<file path="config.mk">
export PLATFORM = sky130hd
export DESIGN_NAME = multicycle_controller
export DESIGN_NICKNAME = d
export VERILOG_FILES = /design/src/rtl/rv_ctrl_pkg.sv /design/src/rtl/rv_decoder.sv /design/src/rtl/multicycle_controller.sv
export SDC_FILE = /design/constraint.sdc
export NUM_CORES = 1
export LEC_CHECK = 0
export CORE_MARGIN = 4
export CORE_UTILIZATION = 48
export CTS_CLUSTER_DIAMETER = 50
export CTS_CLUSTER_SIZE = 28
export DETAILED_ROUTE_END_ITERATION = 12
export PLACE_DENSITY = 0.87
export SLEW_MARGIN = 20
export SYNTH_ARGS = -nofsm -noshare
export SYNTH_HDL_FRONTEND = slang
export SYNTH_HIERARCHICAL = 1
export SYNTH_SLANG_ARGS = --single-unit
export TNS_END_PERCENT = 10
</file>
<file path="constraint.sdc">
create_clock -name clk -period 4.8 [get_ports clk]
set_input_delay 0.96 -clock clk [delete_from_list [all_inputs] [get_ports clk]]
set_output_delay 0.96 -clock clk [all_outputs]
set_load 0.01 [all_outputs]
</file>
<file path="src/rtl/rv_ctrl_pkg.sv">
// Shared encodings for the multi-cycle RV32I(M) controller: opcodes, ALU ops,
// datapath select codes, FSM states and decoded instruction classes.
package rv_ctrl_pkg;
  localparam logic [6:0] OP_LUI    = 7'b0110111;
  localparam logic [6:0] OP_AUIPC  = 7'b0010111;
  localparam logic [6:0] OP_JAL    = 7'b1101111;
  localparam logic [6:0] OP_JALR   = 7'b1100111;
  localparam logic [6:0] OP_BRANCH = 7'b1100011;
  localparam logic [6:0] OP_LOAD   = 7'b0000011;
  localparam logic [6:0] OP_STORE  = 7'b0100011;
  localparam logic [6:0] OP_IMM    = 7'b0010011;
  localparam logic [6:0] OP_REG    = 7'b0110011;

  localparam logic [4:0] ALU_ADD  = 5'd0;
  localparam logic [4:0] ALU_SUB  = 5'd1;
  localparam logic [4:0] ALU_SLL  = 5'd2;
  localparam logic [4:0] ALU_SLT  = 5'd3;
  localparam logic [4:0] ALU_SLTU = 5'd4;
  localparam logic [4:0] ALU_XOR  = 5'd5;
  localparam logic [4:0] ALU_SRL  = 5'd6;
  localparam logic [4:0] ALU_SRA  = 5'd7;
  localparam logic [4:0] ALU_OR   = 5'd8;
  localparam logic [4:0] ALU_AND  = 5'd9;
  localparam logic [4:0] ALU_LUI  = 5'd10;

  localparam logic [2:0] IMM_I = 3'd0;
  localparam logic [2:0] IMM_S = 3'd1;
  localparam logic [2:0] IMM_B = 3'd2;
  localparam logic [2:0] IMM_J = 3'd3;
  localparam logic [2:0] IMM_U = 3'd4;

  localparam logic [1:0] WB_PC4 = 2'b00;
  localparam logic [1:0] WB_ALU = 2'b01;
  localparam logic [1:0] WB_MEM = 2'b10;
  localparam logic [1:0] WB_MDU = 2'b11;

  localparam logic [1:0] TC_NONE    = 2'b00;
  localparam logic [1:0] TC_ILLEGAL = 2'b01;
  localparam logic [1:0] TC_TIMEOUT = 2'b10;

  typedef enum logic [2:0] {
    S_FETCH, S_DECODE, S_EXEC, S_MEM, S_MDU_WAIT, S_WB, S_TRAP
  } state_t;

  typedef enum logic [3:0] {
    C_ALU, C_ALUI, C_LUI, C_AUIPC, C_LOAD, C_STORE, C_BRANCH, C_JAL, C_JALR, C_MDU
  } iclass_t;

  // funct3 to ALU op for the register/immediate arithmetic groups
  function automatic logic [4:0] f3_op(input logic [2:0] f3);
    case (f3)
      3'b000:  return ALU_ADD;
      3'b001:  return ALU_SLL;
      3'b010:  return ALU_SLT;
      3'b011:  return ALU_SLTU;
      3'b100:  return ALU_XOR;
      3'b101:  return ALU_SRL;
      3'b110:  return ALU_OR;
      default: return ALU_AND;
    endcase
  endfunction
endpackage

</file>
<file path="src/rtl/rv_decoder.sv">
// Combinational instruction decode: class, illegal flag, ALU op and immediate format.
module rv_decoder
  import rv_ctrl_pkg::*;
#(
  parameter int ENABLE_M = 1
) (
  input  logic [31:0] inst,
  output iclass_t     iclass,
  output logic        illegal,
  output logic [4:0]  alu_op,
  output logic [2:0]  imm_src
);
  logic [6:0] opcode, funct7;
  logic [2:0] funct3;
  logic       unused_bits;

  assign opcode      = inst[6:0];
  assign funct3      = inst[14:12];
  assign funct7      = inst[31:25];
  assign unused_bits = ^{inst[24:15], inst[11:7]};

  always_comb begin
    iclass  = C_ALU;
    illegal = 1'b0;
    alu_op  = ALU_ADD;
    imm_src = IMM_I;
    case (opcode)
      OP_REG: begin
        alu_op = f3_op(funct3);
        if (funct7 == 7'b0000001) begin
          iclass  = C_MDU;
          alu_op  = ALU_ADD;
          illegal = (ENABLE_M == 0);
        end else if (funct7 == 7'b0100000) begin
          if (funct3 == 3'b000)      alu_op  = ALU_SUB;
          else if (funct3 == 3'b101) alu_op  = ALU_SRA;
          else                       illegal = 1'b1;
        end else if (funct7 != 7'b0000000) begin
          illegal = 1'b1;
        end
      end
      OP_IMM: begin
        iclass = C_ALUI;
        alu_op = f3_op(funct3);
        // funct7 sits in the immediate field but is meaningful for shifts
        if (funct3 == 3'b001 && funct7 != 7'b0000000) illegal = 1'b1;
        if (funct3 == 3'b101) begin
          if (funct7 == 7'b0100000)      alu_op  = ALU_SRA;
          else if (funct7 != 7'b0000000) illegal = 1'b1;
        end
      end
      OP_LUI: begin
        iclass  = C_LUI;
        alu_op  = ALU_LUI;
        imm_src = IMM_U;
      end
      OP_AUIPC: begin
        iclass  = C_AUIPC;
        imm_src = IMM_U;
      end
      OP_LOAD: begin
        iclass  = C_LOAD;
        illegal = (funct3 == 3'b011) || (funct3 == 3'b110) || (funct3 == 3'b111);
      end
      OP_STORE: begin
        iclass  = C_STORE;
        imm_src = IMM_S;
        illegal = (funct3 > 3'b010);
      end
      OP_BRANCH: begin
        iclass  = C_BRANCH;
        imm_src = IMM_B;
        illegal = (funct3 == 3'b010) || (funct3 == 3'b011);
      end
      OP_JAL: begin
        iclass  = C_JAL;
        imm_src = IMM_J;
      end
      OP_JALR: begin
        iclass  = C_JALR;
        illegal = (funct3 != 3'b000);
      end
      default: illegal = 1'b1;
    endcase
  end
endmodule

</file>
<file path="src/rtl/multicycle_controller.sv">
// Multi-cycle RV32I(M) control FSM: fetch/decode/execute/memory/writeback with
// memory and MDU handshakes, a wait watchdog and a sticky trap state.
module multicycle_controller
  import rv_ctrl_pkg::*;
#(
  parameter int ENABLE_M     = 1,
  parameter int WAIT_TIMEOUT = 16,
  parameter int TO_W         = 8
) (
  input  logic        clk,
  input  logic        rst,
  input  logic [31:0] inst,
  input  logic        br_taken,
  input  logic        imem_ack,
  input  logic        dmem_ack,
  input  logic        mdu_done,
  output logic        imem_req,
  output logic        dmem_req,
  output logic        dmem_we,
  output logic        mdu_start,
  output logic        ir_wr,
  output logic        pc_wr,
  output logic        pc_src,
  output logic        pc_lsb_clr,
  output logic        reg_wr,
  output logic        sel_A,
  output logic        sel_B,
  output logic [1:0]  wb_sel,
  output logic [2:0]  imm_src,
  output logic [4:0]  alu_op,
  output logic [2:0]  funct3,
  output logic        trap,
  output logic [1:0]  trap_cause,
  output logic        retire,
  output logic [2:0]  state_o
);
  state_t          state, next;
  iclass_t         cls_q, dec_cls;
  logic            dec_ill;
  logic [4:0]      dec_alu;
  logic [2:0]      dec_imm;
  logic [1:0]      cause_q, cause_d;
  logic [TO_W-1:0] wd;
  logic            waiting, expired;

  rv_decoder #(.ENABLE_M(ENABLE_M)) u_dec (
    .inst    (inst),
    .iclass  (dec_cls),
    .illegal (dec_ill),
    .alu_op  (dec_alu),
    .imm_src (dec_imm)
  );

  assign funct3  = inst[14:12];
  assign state_o = state;
  assign waiting = state inside {S_FETCH, S_MEM, S_MDU_WAIT};
  // wd holds cycles already spent, so the limit is hit on the WAIT_TIMEOUT-th cycle
  assign expired = (WAIT_TIMEOUT != 0) && waiting && (wd == TO_W'(WAIT_TIMEOUT - 1));

  always_ff @(posedge clk) begin
    if (rst) begin
      state   <= S_FETCH;
      cls_q   <= C_ALU;
      cause_q <= TC_NONE;
      wd      <= '0;
    end else begin
      state   <= next;
      cause_q <= cause_d;
      wd      <= (next != state || !waiting) ? '0 : wd + 1'b1;
      if (state == S_DECODE) cls_q <= dec_cls;
    end
  end

  always_comb begin
    next    = state;
    cause_d = cause_q;
    case (state)
      S_FETCH: begin
        if (imem_ack)     next = S_DECODE;
        else if (expired) begin next = S_TRAP; cause_d = TC_TIMEOUT; end
      end
      S_DECODE: begin
        if (dec_ill) begin next = S_TRAP; cause_d = TC_ILLEGAL; end
        else         next = S_EXEC;
      end
      S_EXEC: begin
        case (cls_q)
          C_LOAD, C_STORE: next = S_MEM;
          C_MDU:           next = S_MDU_WAIT;
          C_BRANCH:        next = S_FETCH;
          default:         next = S_WB;
        endcase
      end
      S_MEM: begin
        if (dmem_ack)     next = (cls_q == C_STORE) ? S_FETCH : S_WB;
        else if (expired) begin next = S_TRAP; cause_d = TC_TIMEOUT; end
      end
      S_MDU_WAIT: begin
        if (mdu_done)     next = S_WB;
        else if (expired) begin next = S_TRAP; cause_d = TC_TIMEOUT; end
      end
      S_WB:    next = S_FETCH;
      S_TRAP:  next = S_TRAP;
      default: next = S_FETCH;
    endcase
  end

  always_comb begin
    imem_req   = 1'b0;
    dmem_req   = 1'b0;
    dmem_we    = 1'b0;
    mdu_start  = 1'b0;
    ir_wr      = 1'b0;
    pc_wr      = 1'b0;
    pc_src     = 1'b0;
    pc_lsb_clr = 1'b0;
    reg_wr     = 1'b0;
    sel_A      = 1'b0;
    sel_B      = 1'b0;
    wb_sel     = WB_PC4;
    imm_src    = IMM_I;
    alu_op     = ALU_ADD;
    trap       = 1'b0;
    trap_cause = TC_NONE;
    retire     = 1'b0;
    // reset masks every strobe immediately, even while the state still shows a wait
    if (!rst) begin
      if (state inside {S_EXEC, S_MEM, S_MDU_WAIT, S_WB}) begin
        sel_A   = !(cls_q inside {C_LUI, C_AUIPC, C_BRANCH, C_JAL});
        sel_B   = !(cls_q inside {C_ALU, C_MDU});
        imm_src = dec_imm;
        alu_op  = dec_alu;
      end
      case (state)
        S_FETCH: begin
          imem_req = 1'b1;
          ir_wr    = imem_ack;
        end
        S_EXEC: begin
          mdu_start = (cls_q == C_MDU);
          if (cls_q == C_BRANCH) begin
            pc_wr  = 1'b1;
            pc_src = br_taken;
            retire = 1'b1;
          end
        end
        S_MEM: begin
          dmem_req = 1'b1;
          dmem_we  = (cls_q == C_STORE);
          if (cls_q == C_STORE && dmem_ack) begin
            pc_wr  = 1'b1;
            retire = 1'b1;
          end
        end
        S_WB: begin
          reg_wr     = 1'b1;
          pc_wr      = 1'b1;
          retire     = 1'b1;
          pc_src     = (cls_q inside {C_JAL, C_JALR});
          pc_lsb_clr = (cls_q == C_JALR);
          case (cls_q)
            C_LOAD:        wb_sel = WB_MEM;
            C_MDU:         wb_sel = WB_MDU;
            C_JAL, C_JALR: wb_sel = WB_PC4;
            default:       wb_sel = WB_ALU;
          endcase
        end
        S_TRAP: begin
          trap       = 1'b1;
          trap_cause = cause_q;
        end
        default: ;
      endcase
    end
  end
endmodule

</file>
==> metrics.cfg <==
[die]
core_sq_um=3440
chipHeight_um=68.7
rows=21
dieArea_sq_um=4720
initial_core_util_pct=51.3
die-width_um=68.7
ios=69

[pwr]
clkPwrFrac_pct=14.9
p_sw_share_pct=44.6
seqPwrFrac_pct=29.3
p_comb_share_pct=55.8
vdd_drop_max_mv=0.169
p_int_uw=401
p_per_area_nw_per_um2=321
p_switching_uw=324
p_leak_uw=0.000741

[setup_path]
max_stage_delay_ns=0.54
slowest_stage=clkdlybuf4s50_1
required_ns=3.84
cp.arrival_ns=3.27
rr_worst_depth=5
cp_common_cell=clkdlybuf4s50_1
crit_chain=clkdlybuf4s50_1 -> or2b_2 -> nor3_1 -> o311ai_2 -> a2111oi_2 -> and2_1 -> clkdlybuf4s50_1
critical_path_class=in -> out
crit_fanout=8
cp-start-kind=primary input
end_kind=primary output

[layout]
n_fill_cell=305
area_growth_syn_to_layout_pct=27.7
antenna_cells=0
final_nets=301
drive_above_1_share_pct=12.7
fin_cells=306

[sta]
fin_crit_sh_pct=88.2
maxSlewViolCount=0
fin_crit_ns=4.23
max-slew-margin-rel_pct=55.2
rsz0062_at_grt=no
worst_pin_slew_ns=0.658
fin_tns_setup_ns=0
fin_skew_ns=0.00902
fmax_mhz=236
hold_viol_final=0
setup_viol_count_final=0

[cts]
insertion_delay_ns=0.26
cts_tree=done
cts_max_level=1
clk_pin_slew_ns=0.07
clock-sinks=17
cts_setup_buffers=0
numCtsBuffers=3
clockRootBuffer=clkbuf_8
cts_resized=0
ctsHoldBuffers=0
clockBufferDepth=2

[routing]
vias=1761
routed_wl_um=4300
viasPerCell=5.75
ant_nets=0
drc_errors=0
drt_iter0_drc=182
wire_per_inst_um=14.0
drtPass1Iterations=4

[logic_synthesis]
synth_commonest_cells=22 x nor2_1, 17 x dfxtp_1, 15 x nand2_1
synth_top_area_cell=dfxtp_1
synthCells=224
synth_top_area_share_pct=19.3
ys_ff_latch=17
synth_ff_type=dfxtp_1
ys_seq_area_share_pct=19.3
yosys-top-cells-area=dfxtp_1 19%, nor2_1 4.7%, and2_1 4.2%
ys_warn_count=6
syn_nets=264
synth_most_common_cell=nor2_1
yosysUniqueCellTypes=69
synthArstFlopShare_pct=0
synth_edf_count=0
synthesis.area_sq_um=1770
avgSynthCellArea_sq_um=7.89

[place]
gp_congestion=0.864
hpwl_um=3270
io_buffers=52
post-place-cells=302

[job]
max_cap_violations=0

[run_status]
status=finished, final reports clean

[grt]
grt_start_max_net_pins=18
first_global_vias=1628
grt_pass1_wl_um=7210
track_usage_pct=19.5
antenna_found_initial=0
grt-ovfl-total=0

[hold_path]
hold_depth=2
min_path_type=reg -> reg

-- power by group through the flow --
stage                     Combinational (uW)  Clock [uW]  Sequential [uW]
final                                    405         108              213
after global placement                   391           0              213
after global routing                     443         113              221
after floorplan                          307           0              189
after CTS                                404         109              212
after detailed placement                 398           0              215
-- path summary, 6_finish.rpt --
path,startpoint,to,slack [ns]
worst max-delay path,inst[6],alu_op[0],0.57
worst min-delay path,cause_q[0]$_SDFFE_PP0P_,cause_q[0]$_SDFFE_PP0P_,0.46
worst max register to register,state_o[2]$_SDFF_PP0_,wd[5]$_SDFF_PP0_,2.51
worst min register to register,cause_q[0]$_SDFFE_PP0P_,cause_q[0]$_SDFFE_PP0P_,0.46
-- critical path, delay by kind of cell --
kind / cells / cell delay [ns]
buffers and inverters: 2 / 1.06
AND/OR/NAND/NOR: 3 / 0.78
AO/OA/AOI/OAI: 2 / 0.47
-- kinds of logic after synthesis --
group,Yosys count,synth area share [%]
muxes,5,3.12
other,1,0.212
AOI/OAI and AO/OA,50,21.2
and+or+nand+nor,111,40.5
DFF,17,19.3
adders and majority gates,2,1.42
buffers and inverters,29,9.77
xor gates and xnor gates,9,4.46
-- metal layers --
metal,vias up,global-route usage [%],routed length (um)
met5,-,0,0
met4,0,6.45,58
met3,7,4.70,367
met2,66,33.4,2040
met1,805,23.8,1830
li1,883,-,-
-- layout by cell type (no fill, tap or decap), drive strengths merged, types with 3 or more instances in the layout --
cell type | netlist | final
a211oi | 5 | 5
a21oi | 14 | 14
and2 | 13 | 13
clkbuf | 5 | 3
clkdlybuf4s50 | 0 | 52
dfxtp | 17 | 17
inv | 8 | 8
mux2i | 4 | 4
nand2 | 15 | 15
nand3 | 3 | 3
nand3b | 3 | 3
nand4 | 3 | 3
nand4bb | 3 | 3
nor2 | 22 | 22
nor2b | 4 | 4
nor3 | 15 | 15
nor3b | 4 | 4
nor4 | 9 | 9
o21ai | 8 | 8
o31ai | 3 | 3
or2 | 4 | 4
or3 | 4 | 4
xnor2 | 4 | 4
xor2 | 5 | 5
-- state kept, by name, indices dropped and copies added, names as in the netlist --
name / cells
cause_q: 2
wd: 8
cls_q: 4
state_o: 3
-- through the flow --
step                      cell area [sq um]  util [%]  worst slack, ns  hold WS [ns]  power (uW)
after global placement                 2210      64.2            0.619         0.440         604
after floorplan                        1770         -             1.63         0.432         497
after CTS                              2260      65.5            0.584         0.465         725
after detailed placement               2210      64.2            0.604         0.456         613
final                                  2260      65.5            0.569         0.458         725
after global routing                   2260      65.5            0.452         0.487         777
-- cell type report --
class	count	area, sq um	area share [%]
inverters	8	30.0	1.33
flip-flops and latches	17	340	15.1
clock buffers	3	41.3	1.83
clock inverters	1	5.00	0.222
well taps	46	57.6	2.55
repair buffers	53	528	23.4
multi-input cells	178	1250	55.6
Note: power is estimated with default switching activity, not from simulation.
